<file path="src/rtl/tl_pkg.sv">
// Shared constants and word layout for the transaction-layer arbiter slice.
package tl_pkg;

  localparam int unsigned DATA_WIDTH = 10;
  localparam int unsigned NUM_VC     = 4;
  localparam int unsigned DEST_MSB   = 9;
  localparam int unsigned DEST_LSB   = 8;
  localparam int unsigned IDX_W      = 2;

  localparam logic [3:0] STATE_RESET  = 4'b0001;
  localparam logic [3:0] STATE_ACTIVE = 4'b0010;

  typedef struct packed {
    logic [DEST_MSB-DEST_LSB:0] dest;
    logic [DEST_LSB-1:0]        payload;
  } tl_word_t;

endpackage

</file>
<file path="src/rtl/rr_priority_picker.sv">
// Combinational round-robin picker: first set request at or above rr_ptr, wrapping.
module rr_priority_picker
  import tl_pkg::*;
(
  input  logic [NUM_VC-1:0] req,
  input  logic [IDX_W-1:0]  rr_ptr,
  output logic [NUM_VC-1:0] grant,
  output logic [IDX_W-1:0]  grant_idx
);

  logic [IDX_W-1:0] idx;
  logic             found;

  always_comb begin
    grant     = '0;
    grant_idx = rr_ptr;
    found     = 1'b0;
    idx       = rr_ptr;
    for (int unsigned k = 0; k < NUM_VC; k++) begin
      idx = rr_ptr + IDX_W'(k);
      if (!found && req[idx]) begin
        found      = 1'b1;
        grant[idx] = 1'b1;
        grant_idx  = idx;
      end
    end
  end

endmodule

</file>
<file path="src/rtl/arbitro_rr.sv">
// Round-robin arbiter draining four FWFT input FIFOs into four output FIFOs by destination.
module arbitro_rr
  import tl_pkg::*;
(
  input  logic                  clk,
  input  logic                  reset_L,
  input  logic [3:0]            state,
  input  logic [NUM_VC-1:0]     fifo_empty,
  input  logic [DATA_WIDTH-1:0] fifo_data0,
  input  logic [DATA_WIDTH-1:0] fifo_data1,
  input  logic [DATA_WIDTH-1:0] fifo_data2,
  input  logic [DATA_WIDTH-1:0] fifo_data3,
  input  logic [NUM_VC-1:0]     out_almost_full,
  output logic [NUM_VC-1:0]     pop,
  output logic [NUM_VC-1:0]     push,
  output logic [DATA_WIDTH-1:0] data_out,
  output logic                  idle
);

  tl_word_t              head [NUM_VC];
  tl_word_t              gnt_word;
  logic                  active;
  logic [NUM_VC-1:0]     req;
  logic [NUM_VC-1:0]     grant;
  logic [IDX_W-1:0]      grant_idx;
  logic                  gnt_any;

  logic [NUM_VC-1:0]     push_d,     push_q;
  logic [DATA_WIDTH-1:0] data_out_d, data_out_q;
  logic [IDX_W-1:0]      rr_ptr_d,   rr_ptr_q;
  logic                  idle_d,     idle_q;

  always_comb begin
    head[0] = tl_word_t'(fifo_data0);
    head[1] = tl_word_t'(fifo_data1);
    head[2] = tl_word_t'(fifo_data2);
    head[3] = tl_word_t'(fifo_data3);
  end

  assign active = (state == STATE_ACTIVE);

  // An input competes only if its head word's destination can accept it.
  always_comb begin
    req = '0;
    for (int unsigned i = 0; i < NUM_VC; i++) begin
      req[i] = active && !fifo_empty[i] && !out_almost_full[head[i].dest];
    end
  end

  rr_priority_picker u_picker (
    .req       (req),
    .rr_ptr    (rr_ptr_q),
    .grant     (grant),
    .grant_idx (grant_idx)
  );

  assign gnt_any  = |grant;
  assign gnt_word = head[grant_idx];
  assign pop      = reset_L ? grant : '0;

  always_comb begin
    push_d     = '0;
    data_out_d = data_out_q;
    rr_ptr_d   = rr_ptr_q;
    idle_d     = active && (&fifo_empty);
    if (gnt_any) begin
      push_d[gnt_word.dest] = 1'b1;
      data_out_d            = DATA_WIDTH'(gnt_word);
      rr_ptr_d              = grant_idx + IDX_W'(1);
    end
  end

  always_ff @(posedge clk or negedge reset_L) begin
    if (!reset_L) begin
      push_q     <= '0;
      data_out_q <= '0;
      rr_ptr_q   <= '0;
      idle_q     <= 1'b0;
    end else begin
      push_q     <= push_d;
      data_out_q <= data_out_d;
      rr_ptr_q   <= rr_ptr_d;
      idle_q     <= idle_d;
    end
  end

  assign push     = push_q;
  assign data_out = data_out_q;
  assign idle     = idle_q;

endmodule

</file>
<file path="config.mk">
export PLATFORM = sky130hd
export DESIGN_NAME = arbitro_rr
export DESIGN_NICKNAME = d
export VERILOG_FILES = /design/src/rtl/tl_pkg.sv /design/src/rtl/rr_priority_picker.sv /design/src/rtl/arbitro_rr.sv
export SDC_FILE = /design/constraint.sdc
export NUM_CORES = 1
export LEC_CHECK = 0
export CAP_MARGIN = 0
export CORE_MARGIN = 5
export CORE_UTILIZATION = 45
export CTS_CLUSTER_DIAMETER = 30
export DETAILED_ROUTE_END_ITERATION = 10
export DONT_BUFFER_PORTS = 1
export PLACE_DENSITY = 0.65
export SETUP_SLACK_MARGIN = 0.15
export SLEW_MARGIN = 20
export SYNTH_ARGS = -nofsm -noshare
export SYNTH_HDL_FRONTEND = slang
export SYNTH_SLANG_ARGS = --single-unit
</file>
<file path="constraint.sdc">
create_clock -name clk -period 7.56 [get_ports clk]
set_input_delay 1.512 -clock clk [delete_from_list [all_inputs] [get_ports clk]]
set_output_delay 1.512 -clock clk [all_outputs]
set_load 0.05 [all_outputs]
</file>
* Word level (Yosys, flattened, before mapping)
Cells that the tools add are included. Widths: inputs -> output; s select.
Storage, ports and cells: word-level logic and storage cells 99, bits in registers 17, input bits 54
Cells by class: order comparisons 15, equal/unequal tests 1, reductions and logical operators 30, muxes and demuxes 41, bitwise gates (word level) 4, add/sub/neg operators 4
Operators with widths (count):
- $lt 2x3->1 const B | 9
- $mux 4 | 6
- $bmux 10 s2 | 1
- $mux 10 | 2
- $logic_and 1x1->1 | 17
- $bmux 1 s2 | 8
- $mux 1 | 16
- $or 4x4->4 | 3
- $logic_not 1->1 | 11
- $demux 1 s2 | 5
- $ge 2x1->1 const B | 5
- $mux 2 | 3
- $add 2x1->2 const B | 2
- $add 2x2->2 const B | 2
- $eq 4x2->1 const B | 1
- $reduce_and 4->1 | 1
- $reduce_or 4->1 | 1
- $ge 3x3->1 const B | 1
- $not 2->3 | 1

* Longest topological paths before layout
Gate-level depths: netlist of run 1.
depth in word-level cells 25, depth in mapped cells 13, mapped depth without buffers 10

* Modules after synthesis
A second synthesis of run 1 with hierarchy kept.
Second synthesis, totals: cells, all modules 115, area, all modules 1476.4 um^2
Modules (own cells, without submodules):
- arbitro_rr | seq. area each 425.4 um^2, instances 1, cells an instance 64, area each 1041.0 um^2
- rr_priority_picker | seq. area each 0.0 um^2, instances 1, cells an instance 51, area each 435.4 um^2

* Least setup slack after synthesis of run 1
No wires, ideal clock.
path kind input -> output, start input fifo_data3[8], end output pop[0], slack 2.132 ns, stages on the path 7, required time 6.048 ns, arrival 3.916 ns, cell sequence mux4_2 > o21a_1 > a2111oi_0 > a41oi_1 > nor3_1 > nand2_1 > a31oi_1
On the way: cells in the longest elaborated chain, start to end 17, elaborated cells between the ends (all ways) 29
Ends and longest elaborated chain:
- start, declared | line arbitro_rr.sv:12 | input logic [DATA_WIDTH-1:0] fifo_data3,
- $bmux 1 s2 (*) | line arbitro_rr.sv:46 | req[i] = active && !fifo_empty[i] && !out_almost_full[head[i].dest];
- $mux 1 (not written as such) (*) | line arbitro_rr.sv:46
- $logic_not 1->1 (*) | line arbitro_rr.sv:46
- $logic_and 1x1->1 (*) | line arbitro_rr.sv:46
- $bmux 1 s2 | line rr_priority_picker.sv:21 | if (!found && req[idx]) begin
- $mux 1 (not written as such) | line rr_priority_picker.sv:21
- $mux 1 | line rr_priority_picker.sv:21
- $logic_not 1->1 | line rr_priority_picker.sv:21
- $logic_and 1x1->1 | line rr_priority_picker.sv:21
- $mux 1 | line rr_priority_picker.sv:21
- $logic_not 1->1 | line rr_priority_picker.sv:21
- $logic_and 1x1->1 | line rr_priority_picker.sv:21
- $mux 1 | line rr_priority_picker.sv:21
- $logic_not 1->1 | line rr_priority_picker.sv:21
- $logic_and 1x1->1 | line rr_priority_picker.sv:21
- $mux 4 (*) | line rr_priority_picker.sv:21
- $mux 4 (*) | line arbitro_rr.sv:59 | assign pop = reset_L ? grant : '0;
- end, declared | line arbitro_rr.sv:14 | output logic [NUM_VC-1:0] pop,
Mark *: on every way between the ends. The rest lies on a longest branch, timed or not. The select of a mux whose other input is x is not followed.

* Worst setup path after layout of run 1
start input fifo_data3[8], end output pop[3]
The elaborated chain is that of the path after synthesis.

==> metrics.md, run 1 <==
| Metric | Value |
|---|---|
| Post-cts sizing count | `0` |
| Power density over cell area | `between 300 and 400 nW/um2` |
| Share of post-route cells with drive strength above 1 | `28.29%` |
| Starting density of the core | `between 40 and 50%` |
| Sequential share of power | `between 30% and 40%` |
| Max-Cap Viols | `0` |
| Maximum net fanout on the critical path | `5` |
| Post-synthesis average cell area | `roughly 11 um2` |
| TritonCTS sink count | `17` |
| Clock transition at the register clock pins on the worst setup and hold paths after CTS | `0.07 ns` |
| Reported leakage power | `a little under 0.7 nW` |
| Clock Path Buffers | `2` |
| Vias in the first global route | `between 1000 and 1500` |
| Number of placement rows | `22` |
| Slew of the pin with the lowest slew margin | `0.8865 ns` |
| Width of the die | `71.43 um` |
| Post-CTS Setup Repair Bufs | `0` |
| Die height | `approximately 70 um` |
| Final hold violation count | `0` |
| Worst flop-to-flop path endpoint | `data_out[9]` |
| I/O pins | `73` |
| Flops & latches, synth | `17` |
| Share of the clock period used by the worst path | `around three quarters` |
| Total of endpoints with negative setup slack in the final report | `0` |
| GRT met3 Usage | `3.226%` |
| Biggest area consumer among synthesized cells | `sky130_fd_sc_hd__dfrtp_1` |
| Startpoint of the most critical hold path | `rr_ptr_q[0]` |
| Total inserted antenna cells | `0` |
| Die Area | `~5000 um2` |
| Clock Root Buffer | `sky130_fd_sc_hd__clkbuf_8` |
| Placeable core region | `3661 um2` |
| Syn-to-layout area delta | `5.527%` |
| Setup_tns | `0 ns` |
| Remaining global-route overflow | `0` |
| Total Routing Usage GR | `between 10% and 20%` |
| TritonCTS clock tree | `built` |
| Power Internal | `0.0003420 W` |
| Post-Route Skew | `just under 0.01 ns` |
| Number of antenna violations at the first check in global routing | `0` |
| Unrepaired setup endpoints after global routing | `false` |
| Number of cells produced by synthesis | `150` |
| Initial DRC count | `93` |
| Required time at the endpoint of the critical path | `between 6 and 7 ns` |
| Arrival time worst endpoint | `a little over 4 ns` |
| Logic depth of the worst register-to-register path | `10` |
| Worst-case vdd ir drop | `0.0001371 V` |
| H-Tree Level Count | `1` |
| Non-Filler Cell Area, Final | `about 1800 um2` |
| Worst setup path class | `in -> out` |
| DRC violations left | `0` |
| Critical path startpoint category | `input pin` |
| Yosys warnings | `0` |
| Routed wire per std cell | `around 21 um` |
| Fmax | `between 150 and 200 MHz` |
| Placer congestion estimate | `0.9054` |
| Final Net Count | `approximately 210` |
| Switch Pwr | `0.0003502 W` |
| Global-route met2 utilization | `approximately 28%` |
| Number of distinct library cells after synthesis | `55` |
| Port bufs | `0` |
| Endpoint class of the critical path | `primary output` |
| Clock insertion delay at the later pin of the skew report | `between 0.2 and 0.3 ns` |
| Sw Share | `between 50% and 60%` |
| Number of buffers inserted during clock tree synthesis | `3` |
| Fraction of power consumed by the clock network | `under 10%` |
| RR Startpoint | `rr_ptr_q[0]` |
| Reg2Reg Setup Slack | `between 3 and 4 ns` |
| Count of hold-fix buffers inserted at cts | `0` |
| Fraction of post-synthesis cell area in the top cell type by area | `about a quarter` |
| Most congested layer reported by global routing | `met2` |
| DR pass1 iterations | `5` |
| Total placed instance area | `approximately 1700 um2` |
| Proportion of synthesized chip area in sequential cells | `around 25%` |
| Final Max Slew Viols | `0` |
| Top cells by area, synth | `sky130_fd_sc_hd__dfrtp_1 25%, sky130_fd_sc_hd__mux4_2 12%, sky130_fd_sc_hd__mux2_4 7.1%` |
| Status | `completed` |
| Maximum number of pins on one net before global-route repair | `19` |
| Worst Hold Path EP | `rr_ptr_q[0]` |
| Number of filler instances in the final layout | `335` |
| Fin crit period | `between 5 and 6 ns` |
| Tightest slew margin relative to the limit | `about 40%` |
| Cell area after technology mapping | `roughly 1700 um2` |
| Global-route wire length before repair | `between 6 and 7 mm` |
| Dpl hpwl | `approximately 3.4 mm` |
| Post-synthesis net count | `211` |
| Met1 GRT Util | `between 15 and 20%` |
| Vias per Instance | `a little under 7` |
| Worst Hold Depth | `1` |
| Hold Crit Class | `reg -> reg` |
| Final antenna-violating net count | `0` |
| Total wirelength of the detailed-routed design | `4.274 mm` |
| Total vias in the final route | `around 1400` |
| Comb power frac | `roughly half` |
## worst max-delay path by stage
stage / startpoint / end / slack (ns) / cells past startpoint
after detailed placement: fifo_data3[8] / pop[3] / 1.99 / 7
after global placement: fifo_data3[8] / pop[3] / 2.02 / 7
after floorplan: fifo_data3[8] / pop[0] / 2.13 / 7
after global routing: fifo_data3[8] / pop[3] / 1.74 / 7
after CTS: fifo_data3[8] / pop[3] / 1.99 / 7
final: fifo_data3[8] / pop[3] / 1.94 / 7
## flip-flops by register name, summed over array words and instances, names as in the netlist
| register | flops |
|---|---|
| rr_ptr_q | 2 |
| idle | 1 |
| data_out | 10 |
| push | 4 |
## cell usage after synthesis (all sizes together)
cell type and instances:
nor4b 1, a22oi 4, buf 4, o221ai 1, mux2i 7, nand4 2
a221o 2, or4 1, nand2 9, o31ai 4, or4b 1, a22o 2
nor4 1, or2 2, a221oi 3, inv 4, mux4 11, nor3 5
o22a 1, o2111ai 2, a211oi 3, mux2 12, nand3 2, o2bb2ai 2
clkbuf 2, xnor2 3, dfrtp 17, and3 1, a41oi 1, or3 2
nand2b 1, nor3b 2, nand3b 2, a21bo 1, nor2b 2, a21oi 2
o21ai 6, a2111oi 2, nor2 8, a31oi 2, o21a 2, o22ai 1
ha 7
## per-layer routing
| metal | vias to the layer above | wire length, um |
|---|---|---|
| li1 | 609 | - |
| met1 | 690 | 1668 |
| met2 | 67 | 2160 |
| met3 | 4 | 394 |
| met4 | 0 | 51 |
| met5 | - | 0 |
## cells in the final DEF (no fill, tap or decap), types with 4 or more instances in the layout
cell / netlist / routed
sky130_fd_sc_hd__buf_4: 1 / 4
sky130_fd_sc_hd__dfrtp_1: 17 / 17
sky130_fd_sc_hd__ha_1: 7 / 7
sky130_fd_sc_hd__nor3_1: 4 / 4
sky130_fd_sc_hd__nor2_1: 7 / 7
sky130_fd_sc_hd__mux4_2: 9 / 9
sky130_fd_sc_hd__o21ai_0: 6 / 6
sky130_fd_sc_hd__mux2i_1: 7 / 7
sky130_fd_sc_hd__mux2_4: 8 / 8
sky130_fd_sc_hd__nand2_1: 9 / 9
sky130_fd_sc_hd__inv_1: 4 / 4
sky130_fd_sc_hd__mux2_2: 4 / 4
## power by group through the flow
stage	logic, W	registers, W	clock network (W)
6_report	0.000354	0.000270	0.0000675
5_1_grt	0.000388	0.000275	0.0000715
4_1_cts	0.000356	0.000272	0.0000688
3_5_place_dp	0.000354	0.000273	0
3_3_place_gp	0.000345	0.000273	0
2_1_floorplan	0.000317	0.000252	0
## per-stage QoR
step | setup slack, ns | instances | utilization, % | total power (W) | hold WS, ns
global route | 1.739 | 200 | 48.94 | 0.0007344 | 0.8395
global placement | 2.021 | 196 | 47.68 | 0.0006182 | 0.8064
detailed placement | 1.988 | 196 | 47.68 | 0.0006277 | 0.8028
floorplan | 2.132 | 150 | - | 0.0005681 | 0.8109
CTS | 1.987 | 200 | 48.94 | 0.0006964 | 0.8192
finish | 1.936 | 200 | 48.94 | 0.0006922 | 0.8155
## kinds of logic after synthesis
logic type,Yosys count,share of synthesized area (%)
muxes,30,28.89
adders and majority gates,7,5.158
DFF,17,25.06
xor gates and xnor gates,3,1.548
AOI/OAI and AO/OA,41,20.93
buffers and inverters,10,3.390
and+or+nand+nor,42,15.03
## critical path: stages
cell,delay (ns)
sky130_fd_sc_hd__mux4_2,0.55
sky130_fd_sc_hd__o21a_1,0.20
sky130_fd_sc_hd__a2111oi_0,0.40
sky130_fd_sc_hd__a41oi_1,0.10
sky130_fd_sc_hd__nor3_1,0.48
sky130_fd_sc_hd__a221oi_1,0.15
sky130_fd_sc_hd__nor2_1,0.71
## final cells by class
type                       count  area, um2  share of cell area [%]
clock buffer                   3      41.29                   2.304
timing repair buffer           4      30.03                   1.676
tap                           48      60.06                   3.352
clock inverter                 1      5.005                  0.2793
inverter                       4      15.01                  0.8380
sequential                    17      425.4                   23.74
multi-input combinational    123       1215                   67.81
No activity file was read; power rests on OpenSTA's default activity.
==> inputs of run 2 (changes only) <==
==> constraint.sdc (replaced) <==
create_clock -name clk -period 5.9 [get_ports clk]
set_input_delay 1.18 -clock clk [delete_from_list [all_inputs] [get_ports clk]]
set_output_delay 1.18 -clock clk [all_outputs]
set_load 0.05 [all_outputs]
==> run 2 against run 1 <==
Compared with the run above: clock skew is 0.0038 ns lower; count of clock-buffer cells in the layout stayed put; via count is 2.3% lower; non-clock buffer count is 2 higher; critical path depth is 2 higher; register-to-register slack worse by 1.3 ns; worst hold slack worse by 0.20 ns; clock power is 24% higher; sequential share of layout area is 0.20 points lower; sequential power is 30% higher.
==> metrics.md, run 2 (synthesized netlist as in run 1, its figures left out) <==
| Metric | Value |
|---|---|
| I/O pins | `73 (unchanged)` |
| Reported leakage power | `0.6925 nW (+1.6%)` |
| TritonCTS sink count | `17 (unchanged)` |
| Share of post-route cells with drive strength above 1 | `29.22% (+0.93 points)` |
| Endpoint class of the critical path | `primary output` |
| Routed wire per std cell | `20.56 um (-3.8%)` |
| Die Area | `5102 um2 (unchanged)` |
| Worst setup path class | `reg -> out` |
| Arrival time worst endpoint | `3.56 ns (-0.55 ns)` |
| Fmax | `approximately 210 MHz` |
| Total of endpoints with negative setup slack in the final report | `0 (unchanged)` |
| Fin crit period | `4.738 ns` |
| H-Tree Level Count | `1 (unchanged)` |
| Final Net Count | `216 (+0.93%)` |
| Placeable core region | `3661 um2 (unchanged)` |
| Post-CTS Setup Repair Bufs | `0 (unchanged)` |
| Total inserted antenna cells | `0 (unchanged)` |
| DR pass1 iterations | `4 (-1)` |
| Die height | `71.43 um (unchanged)` |
| Clock Path Buffers | `2 (unchanged)` |
| Tightest slew margin relative to the limit | `61.42% (+21 points)` |
| Clock insertion delay at the later pin of the skew report | `0.25 ns (about the same)` |
| Final antenna-violating net count | `0 (unchanged)` |
| Number of antenna violations at the first check in global routing | `0 (unchanged)` |
| Count of placed standard cells including taps | `198 (+1.0%)` |
| TritonCTS clock tree | `built` |
| Setup_tns | `0 ns (unchanged)` |
| Unrepaired setup endpoints after global routing | `false` |
| Max-Cap Viols | `0 (unchanged)` |
| Clock Root Buffer | `sky130_fd_sc_hd__clkbuf_8` |
| Commonest non-fill, non-tap cell in the layout | `sky130_fd_sc_hd__dfrtp_1` |
| Remaining global-route overflow | `0 (unchanged)` |
| Number of placement rows | `22 (unchanged)` |
| Slew of the pin with the lowest slew margin | `0.5742 ns (-0.3123 ns)` |
| Largest register FFs | `10 (unchanged)` |
| Placer congestion estimate | `0.7985 (-12%)` |
| Count of hold-fix buffers inserted at cts | `0 (unchanged)` |
| Final hold violation count | `0 (unchanged)` |
| Maximum net fanout on the critical path | `14 (+9)` |
| Share of the clock period used by the worst path | `around four fifths` |
| Total vias in the final route | `1338 (-2.3%)` |
| Critical path startpoint category | `flip-flop` |
| Count of placed standard cells in the final layout, fillers left out | `202 (+1.0%)` |
| Global-route wire length before repair | `6.934 mm (+2.6%)` |
| Port bufs | `0 (unchanged)` |
| Dpl hpwl | `3.333 mm (-1.5%)` |
| Worst-case vdd ir drop | `0.0002701 V (+97%)` |
| Initial DRC count | `68 (-27%)` |
| Vias in the first global route | `1455 (+8.0%)` |
| Most frequent cells in the layout | `17 x sky130_fd_sc_hd__dfrtp_1, 9 x sky130_fd_sc_hd__mux4_2, 9 x sky130_fd_sc_hd__nand2_1` |
| Post-Route Skew | `0.006065 ns (-0.003759 ns)` |
| Total Routing Usage GR | `16.16% (+0.14 points)` |
| Status | `completed` |
| Hold Crit Class | `in -> async` |
| Clock transition at the register clock pins on the worst setup and hold paths after CTS | `0.07 ns (about the same)` |
| DRC violations left | `0 (unchanged)` |
| Number of buffers inserted during clock tree synthesis | `3 (unchanged)` |
| Required time at the endpoint of the critical path | `4.72 ns (-1.33 ns)` |
| Maximum number of pins on one net before global-route repair | `19 (unchanged)` |
| Total wirelength of the detailed-routed design | `4.153 mm (-2.8%)` |
| Final Max Slew Viols | `0 (unchanged)` |
| Starting density of the core | `46.38% (unchanged)` |
| Width of the die | `71.43 um (unchanged)` |
| Vias per Instance | `6.624 (-3.3%)` |
| Syn-to-layout area delta | `6.411%` |
| Post-cts sizing count | `0 (unchanged)` |
| Overall power of the completed layout | `0.0008837 W (+28%)` |
| Power density over cell area | `489.1 nW/um2 (+27%)` |
==> run 2: cell count changes in the layout (fill, tap and decap cells not counted), sizes merged <==
cell / previous run / this run
buf: 4 / 6
==> run 2: area by class of cell <==
class,count,area [um2]
well taps,48,60.06
clock inverters,1,5.005
multi-input cells,123,1215
clock buffers,3,41.29
inverters,4,15.01
flip-flops and latches,17,425.4
fillers,333,1854
repair buffers,6,45.04
==> run 2: worst paths after layout <==
path / startpoint / slack [ns] / to / cells after the start
worst max-delay path: rr_ptr_q[0] / 1.16 / pop[1] / 9
worst min-delay path: reset_L / 0.62 / data_out[4] / 0
worst max register to register: rr_ptr_q[0] / 1.76 / data_out[0] / 10
worst min register to register: rr_ptr_q[0] / 0.83 / rr_ptr_q[0] / 1
max in group asynchronous: reset_L / 5.20 / push[0] / 0
min in group clk: rr_ptr_q[0] / 0.83 / rr_ptr_q[0] / 1
==> run 2: routing by layer <==
layer / global-route usage [%] / vias to the layer above / share of wire (%)
met5: 0 / - / 0
met3: 3.086 / 4 / 7.6
met4: 5.846 / 0 / 0.92
li1: - / 612 / -
met1: 19.32 / 660 / 40
met2: 28.67 / 62 / 51
==> run 2: per-stage QoR <==
stage	utilization (%)	area [um2]	setup WS, ns	hold slack [ns]
after CTS	49.35	1807	1.217	0.6141
after floorplan	-	1698	1.136	0.8109
after global placement	48.09	1760	1.384	0.8024
after detailed placement	48.09	1760	1.364	0.8102
after global routing	49.35	1807	0.9456	0.6027
final	49.35	1807	1.162	0.6185
==> run 2: report_power, final <==
part           internal [W]  total (W)  switching (W)
clock             0.0000467  0.0000837      0.0000369
combinational      0.000233   0.000450       0.000217
sequential         0.000159   0.000350       0.000190
total              0.000439   0.000884       0.000445
==> run 2: critical path, stage by stage, from the launching register on <==
cell	delay [ns]
sky130_fd_sc_hd__dfrtp_1	0.67
sky130_fd_sc_hd__inv_1	0.28
sky130_fd_sc_hd__ha_1	0.48
sky130_fd_sc_hd__a221o_1	0.33
sky130_fd_sc_hd__a2111oi_0	0.46
sky130_fd_sc_hd__a41oi_1	0.08
sky130_fd_sc_hd__nor3_1	0.47
sky130_fd_sc_hd__nand2_1	0.12
sky130_fd_sc_hd__a31oi_1	0.19
sky130_fd_sc_hd__buf_4	0.22
==> inputs of run 3 (changes only) <==
--- a/config.mk
+++ b/config.mk
@@ -11,7 +11,7 @@
 export CTS_CLUSTER_DIAMETER = 30
 export DETAILED_ROUTE_END_ITERATION = 10
 export DONT_BUFFER_PORTS = 1
-export PLACE_DENSITY = 0.65
+export PLACE_DENSITY = 0.67
 export SETUP_SLACK_MARGIN = 0.15
 export SLEW_MARGIN = 20
 export SYNTH_ARGS = -nofsm -noshare
==> constraint.sdc (replaced) <==
create_clock -name clk -period 4.35 [get_ports clk]
set_input_delay 0.87 -clock clk [delete_from_list [all_inputs] [get_ports clk]]
set_output_delay 0.87 -clock clk [all_outputs]
set_load 0.05 [all_outputs]
==> run 3 against run 2 <==
Compared with the run above: first-iteration DRC count fell by 5.9%; non-clock buffer count rose by 3; final area rose by 2.4%; die area did not move; clock skew rose by 0.0047 ns; wire length rose by 4.1%; total power rose by 40%; register-to-register slack got worse by 1.2 ns; via count rose by 3.3%; sequential cell count did not move; sequential share of layout area fell by 0.47 points.
==> metrics.md, run 3 (synthesized netlist as in run 1, its figures left out) <==
| Metric | Value |
|---|---|
| TritonCTS sink count | `17 (unchanged)` |
| Detail Route met2 WL | `2.186 mm (+2.8%)` |
| Delay of the slowest critical-path stage | `0.50 ns (-0.17 ns)` |
| Crit-path cells | `inv_1 -> ha_1 -> a221o_1 -> a2111oi_1 -> a41oi_1 -> nor3_2 -> nand2_1 -> a31oi_2 -> buf_4` |
| Clock insertion delay at the later pin of the skew report | `0.25 ns (about the same)` |
| Fmax | `roughly 260 MHz` |
| Clock Path Buffers | `2 (unchanged)` |
| Total Routing Usage GR | `17.02% (+0.85 points)` |
| Placer congestion estimate | `0.7966 (-0.24%)` |
| Width of the die | `71.43 um (unchanged)` |
| Sw Share | `50.12% (-0.21 points)` |
| Endpoint class of the critical path | `primary output` |
| Slew of the pin with the lowest slew margin | `0.5020 ns (-0.07224 ns)` |
| Maximum number of pins on one net before global-route repair | `19 (unchanged)` |
| Startpoint of the most critical setup path | `rr_ptr_q[1]` |
| Tightest slew margin relative to the limit | `66.54% (+5.1 points)` |
| Routed wire per std cell | `21.08 um (+2.5%)` |
| Starting density of the core | `46.38% (unchanged)` |
| Die Area | `5102 um2 (unchanged)` |
| DRC violations left | `0 (unchanged)` |
| Switch Pwr | `0.0006188 W (+39%)` |
| Worst-case vdd ir drop | `0.0002126 V (-21%)` |
| H-Tree Level Count | `1 (unchanged)` |
| Met1 Routed Length | `1.618 mm (-3.1%)` |
| Required time at the endpoint of the critical path | `3.48 ns (-1.24 ns)` |
| Worst setup path class | `reg -> out` |
| Reported leakage power | `0.7069 nW (+2.1%)` |
| Max-Cap Viols | `0 (unchanged)` |
| Number of antenna violations at the first check in global routing | `0 (unchanged)` |
| Total vias in the final route | `1382 (+3.3%)` |
| Sequential share of power | `36.9% (-2.7 points)` |
| DR pass1 iterations | `4 (unchanged)` |
| Share of the clock period used by the worst path | `just under 90%` |
| Count of placed standard cells in the final layout, fillers left out | `205 (+1.5%)` |
| Number of placement rows | `22 (unchanged)` |
| Vias in the first global route | `1536 (+5.6%)` |
| I/O pins | `73 (unchanged)` |
| Post-CTS Setup Repair Bufs | `0 (unchanged)` |
| Comb power frac | `53.8% (+2.8 points)` |
| Standard cell with the maximum stage delay on the critical path | `sky130_fd_sc_hd__dfrtp_2` |
| Total of endpoints with negative setup slack in the final report | `0 (unchanged)` |
| Fin crit period | `~4 ns` |
| Most frequent cells in the layout | `16 x sky130_fd_sc_hd__dfrtp_1, 9 x sky130_fd_sc_hd__mux4_2, 9 x sky130_fd_sc_hd__nand2_1, 9 x sky130_fd_sc_hd__buf_4, 8 x sky130_fd_sc_hd__mux2_4` |
| Total wirelength of the detailed-routed design | `4.322 mm (+4.1%)` |
| Critical path startpoint category | `flip-flop` |
| Setup_tns | `0 ns (unchanged)` |
| Top layer in use | `met4` |
| Final Net Count | `219 (+1.4%)` |
| Number of buffers inserted during clock tree synthesis | `3 (unchanged)` |
| Final hold violation count | `0 (unchanged)` |
| Hold Crit Class | `in -> async` |
| Final antenna-violating net count | `0 (unchanged)` |
| Syn-to-layout area delta | `8.917%` |
| Remaining global-route overflow | `0 (unchanged)` |
| Count of hold-fix buffers inserted at cts | `0 (unchanged)` |
| Count of placed standard cells including taps | `201 (+1.5%)` |
| Clock transition at the register clock pins on the worst setup and hold paths after CTS | `0.07 ns (about the same)` |
| RR Startpoint | `rr_ptr_q[1]` |
| Share of post-route cells with drive strength above 1 | `33.12% (+3.9 points)` |
| Die height | `71.43 um (unchanged)` |
| Unrepaired setup endpoints after global routing | `false` |
| Arrival time worst endpoint | `3.02 ns (-0.54 ns)` |
| Vias per Instance | `6.741 (+1.8%)` |
| Status | `completed` |
| Global-route wire length before repair | `7.238 mm (+4.4%)` |
| Power density over cell area | `667.6 nW/um2 (+36%)` |
| Dpl hpwl | `3.473 mm (+4.2%)` |
| Total inserted antenna cells | `0 (unchanged)` |
| Power Internal | `0.0006158 W (+40%)` |
| Fraction of power consumed by the clock network | `9.3% (-0.2 points)` |
| Logic depth of the worst register-to-register path | `10 (unchanged)` |
| Met3 routed WL | `477 um (+50%)` |
| Commonest non-fill, non-tap cell in the layout | `sky130_fd_sc_hd__dfrtp_1` |
| Largest register FFs | `10 (unchanged)` |
| Initial DRC count | `64 (-5.9%)` |
| Placeable core region | `3661 um2 (unchanged)` |
| Clock Root Buffer | `sky130_fd_sc_hd__clkbuf_8` |
| Final Max Slew Viols | `0 (unchanged)` |
| Port bufs | `0 (unchanged)` |
| Post-Route Skew | `0.01078 ns (+0.004718 ns)` |
| Maximum net fanout on the critical path | `11 (-3)` |
| TritonCTS clock tree | `built` |
[run 3: per-layer routing]
metal	up-vias	GRT usage [%]
li1	621	-
met1	684	18.10
met2	73	30.92
met3	4	5.330
met4	0	6.889
met5	-	0
[run 3: what timing repair did]
item                       CTS  global route
setup endpoints to repair    0             4
hold endpoints to repair     0             0
resized for setup            0             3
[run 3: final timing paths]
| kind | to | slack, ns |
|---|---|---|
| setup reg to reg | data_out[0] | 0.58 |
| hold reg to reg | rr_ptr_q[0] | 0.70 |
| setup / recovery | pop[1] | 0.46 |
| min in group clk | rr_ptr_q[0] | 0.70 |
| hold / removal | data_out[7] | 0.30 |
| max in group asynchronous | data_out[0] | 3.96 |
[run 3: area by class of cell]
class	instances	area, um2
multi-input cells	123	1234
clock buffers	3	41.29
clock inverters	1	5.005
inverters	4	15.01
well taps	48	60.06
repair buffers	9	67.56
flip-flops and latches	17	426.7
fillers	319	1812
[run 3: through the flow]
step                cell area, um2  util, %  total power [W]  setup slack [ns]  hold slack (ns)
floorplan                     1710        -        0.0009880            0.2618           0.5744
global placement              1795    49.04         0.001098            0.4693           0.5749
detailed placement            1795    49.04         0.001117            0.3622           0.5749
CTS                           1842    50.31         0.001236            0.2247           0.3009
global route                  1849    50.51         0.001315            0.1570           0.2932
finish                        1849    50.51         0.001235            0.4603           0.3043
[run 3: power groups by stage]
stage | combinational, W | clock [W] | sequential, W
2_1_floorplan | 0.000551 | 0 | 0.000437
3_5_place_dp | 0.000660 | 0 | 0.000457
6_report | 0.000664 | 0.000115 | 0.000456
3_3_place_gp | 0.000642 | 0 | 0.000456
5_1_grt | 0.000725 | 0.000125 | 0.000464
4_1_cts | 0.000663 | 0.000118 | 0.000455
[run 3: critical path: cells and delay by family (launching register included)]
family / cells / cell delay (ns)
flops: 1 / 0.50
simple gates: 2 / 0.43
compound gates: 4 / 1.12
fa+ha+maj: 1 / 0.41
buf+inv: 2 / 0.30
==> RTL edit, RTL diff (settings of run 1) <==
Set the package constant `DEST_MSB` to 8 (it was 9).
--- a/src/rtl/tl_pkg.sv
+++ b/src/rtl/tl_pkg.sv
@@ -4,5 +4,5 @@
   localparam int unsigned DATA_WIDTH = 10;
   localparam int unsigned NUM_VC     = 4;
-  localparam int unsigned DEST_MSB   = 9;
+  localparam int unsigned DEST_MSB   = 8;
   localparam int unsigned DEST_LSB   = 8;
   localparam int unsigned IDX_W      = 2;
Check against the original RTL: not equivalent (a bounded check fails within 4 cycles, from zero or initial values and one cycle with reset_L low).
==> RTL edit against run 1 <==
  * Sequential cell count decreased by 3
  * Setup slack improved by 550 ps
  * Die area decreased by 11%
  * Power decreased by 24%
  * Sequential share of layout area decreased by 1.0 points
  * Core utilization increased by 0.78 points
  * Area after synthesis decreased by 13%
  * Register-to-register slack improved by 770 ps
  * Wire length decreased by 14%
  * Final area decreased by 14%
  * Critical endpoint unchanged
  * Largest power group unchanged
==> RTL edit: results (changes against run 1) <==
| Metric | Value |
|---|---|
| Adder-cell share of the synthesized area | `5.08% (-0.082 points)` |
| Highest net fanout along the worst path | `10 (+5)` |
| Number of buffers inserted by port buffering | `0 (unchanged)` |
| Netlist cell types | `38 (-31%)` |
| Drt first pass iters | `4 (-1)` |
| Cells on worst reg2reg path | `9 (-1)` |
| Compound-cell area share of the yosys netlist | `21.2% (+0.22 points)` |
| Leading post-synthesis cells by instance count | `sky130_fd_sc_hd__dfrtp_1, sky130_fd_sc_hd__mux2_2, sky130_fd_sc_hd__mux4_2` |
| Max FFs per register | `9 (-1)` |
| Final routed wirelength across all metal layers | `3680 um (-14%)` |
| Clock insertion delay at the later pin of the skew report | `270 ps (+20 ps)` |
| Total routing usage reported by global routing | `16.6% (+0.55 points)` |
| Peak ir drop on the vdd network | `118 uV (-14%)` |
| Met2 GRT Util | `27.7% (-0.23 points)` |
| Status | `completed` |
| Part of the Yosys area used for sequential elements | `23.7% (-1.4 points)` |
| Worst Max-Slew Pin Slew | `619 ps (-268 ps)` |
| Global routing usage on met1 | `21.5% (+2.2 points)` |
| Setup clock skew after layout | `4.84 ps (-4.98 ps)` |
| Leakage power total | `0.573 nW (-16%)` |
| Worst path slowest cell | `sky130_fd_sc_hd__nor4b_4` |
| Number of vias in the routed layout | `1179 (-14%)` |
| Clock Tree Root | `sky130_fd_sc_hd__clkbuf_4` |
| Cell types occupying the most area after synthesis | `sky130_fd_sc_hd__dfrtp_1, sky130_fd_sc_hd__mux4_2, sky130_fd_sc_hd__mux2_2` |
| Crit path largest cell delay | `540 ps (-170 ps)` |
| Placed cell area | `1510 um^2 (-13%)` |
| M3 GR Usage | `2.66% (-0.56 points)` |
| Worst path arrival time | `3560 ps (-550 ps)` |
| Setup slack after placement | `2500 ps (+512 ps)` |
| Share of final-layout standard cells stronger than drive strength 1 | `28.9% (+0.60 points)` |
| Share of synthesized area spent on multiplexers | `28.5% (-0.38 points)` |
## RTL edit: layer usage
layer,share of wire [%],up-vias
met2,51,61
met3,7.0,4
met5,0,-
met4,0.90,0
li1,-,538
met1,41,576
## RTL edit: logic make-up (layout without fill, tap and decap cells)
| family | count (synthesis) | count (layout) |
|---|---|---|
| flip-flops | 14 | 14 |
| adder cells (fa/ha/maj) | 6 | 6 |
| other | 1 | 3 |
| buffers and inverters | 13 | 12 |
| AO/OA/AOI/OAI | 35 | 35 |
| AND/OR/NAND/NOR | 34 | 34 |
| multiplexers | 28 | 28 |
| XOR/XNOR | 3 | 3 |
## RTL edit: where the power goes
group	total [mW]	leakage, nW	switching [mW]	internal (mW)
clock	0.0388	0.0138	0.0204	0.0184
combinational	0.253	0.386	0.127	0.125
sequential	0.232	0.173	0.127	0.104
## RTL edit: worst reg2reg max path, stage by stage (launching register included)
cell and delay, ps:
sky130_fd_sc_hd__dfrtp_1 650, sky130_fd_sc_hd__clkinv_2 310, sky130_fd_sc_hd__ha_1 450, sky130_fd_sc_hd__inv_1 130, sky130_fd_sc_hd__o2111ai_1 150, sky130_fd_sc_hd__a211oi_2 440, sky130_fd_sc_hd__a211oi_4 100, sky130_fd_sc_hd__xnor2_4 450
sky130_fd_sc_hd__mux4_2 610, sky130_fd_sc_hd__mux2_2 270
## RTL edit: area by class of cell
type                    instances  area (um^2)
multi-input cells             109         1080
well taps                      44         55.1
flip-flops and latches         14          350
fillers                       294         1560
repair buffers                  1         7.51
inverters                       8         31.3
clock buffers                   3         22.5
## RTL edit: metrics by stage
stage          util (%)  power, mW  cells
2_1_floorplan         -      0.440    136
3_3_place_gp       48.8      0.478    176
3_5_place_dp       48.8      0.488    176
4_1_cts            49.5      0.529    179
5_1_grt            49.7      0.560    179
6_report           49.7      0.523    179
## RTL edit: path summary, 6_finish.rpt
check / startpoint / endpoint / slack, ps
min reg2reg: rr_ptr_q[0]$_DFFE_PN0P_ / rr_ptr_q[0]$_DFFE_PN0P_ / 810
min in group asynchronous: reset_L / data_out[2]$_DFFE_PN0P_ / 930
max in group asynchronous: reset_L / push[0]$_DFF_PN0_ / 6560
max reg2reg: rr_ptr_q[0]$_DFFE_PN0P_ / data_out[8]$_DFFE_PN0P_ / 3860
max: state[0] / pop[3] / 2490
min: rr_ptr_q[0]$_DFFE_PN0P_ / rr_ptr_q[0]$_DFFE_PN0P_ / 810
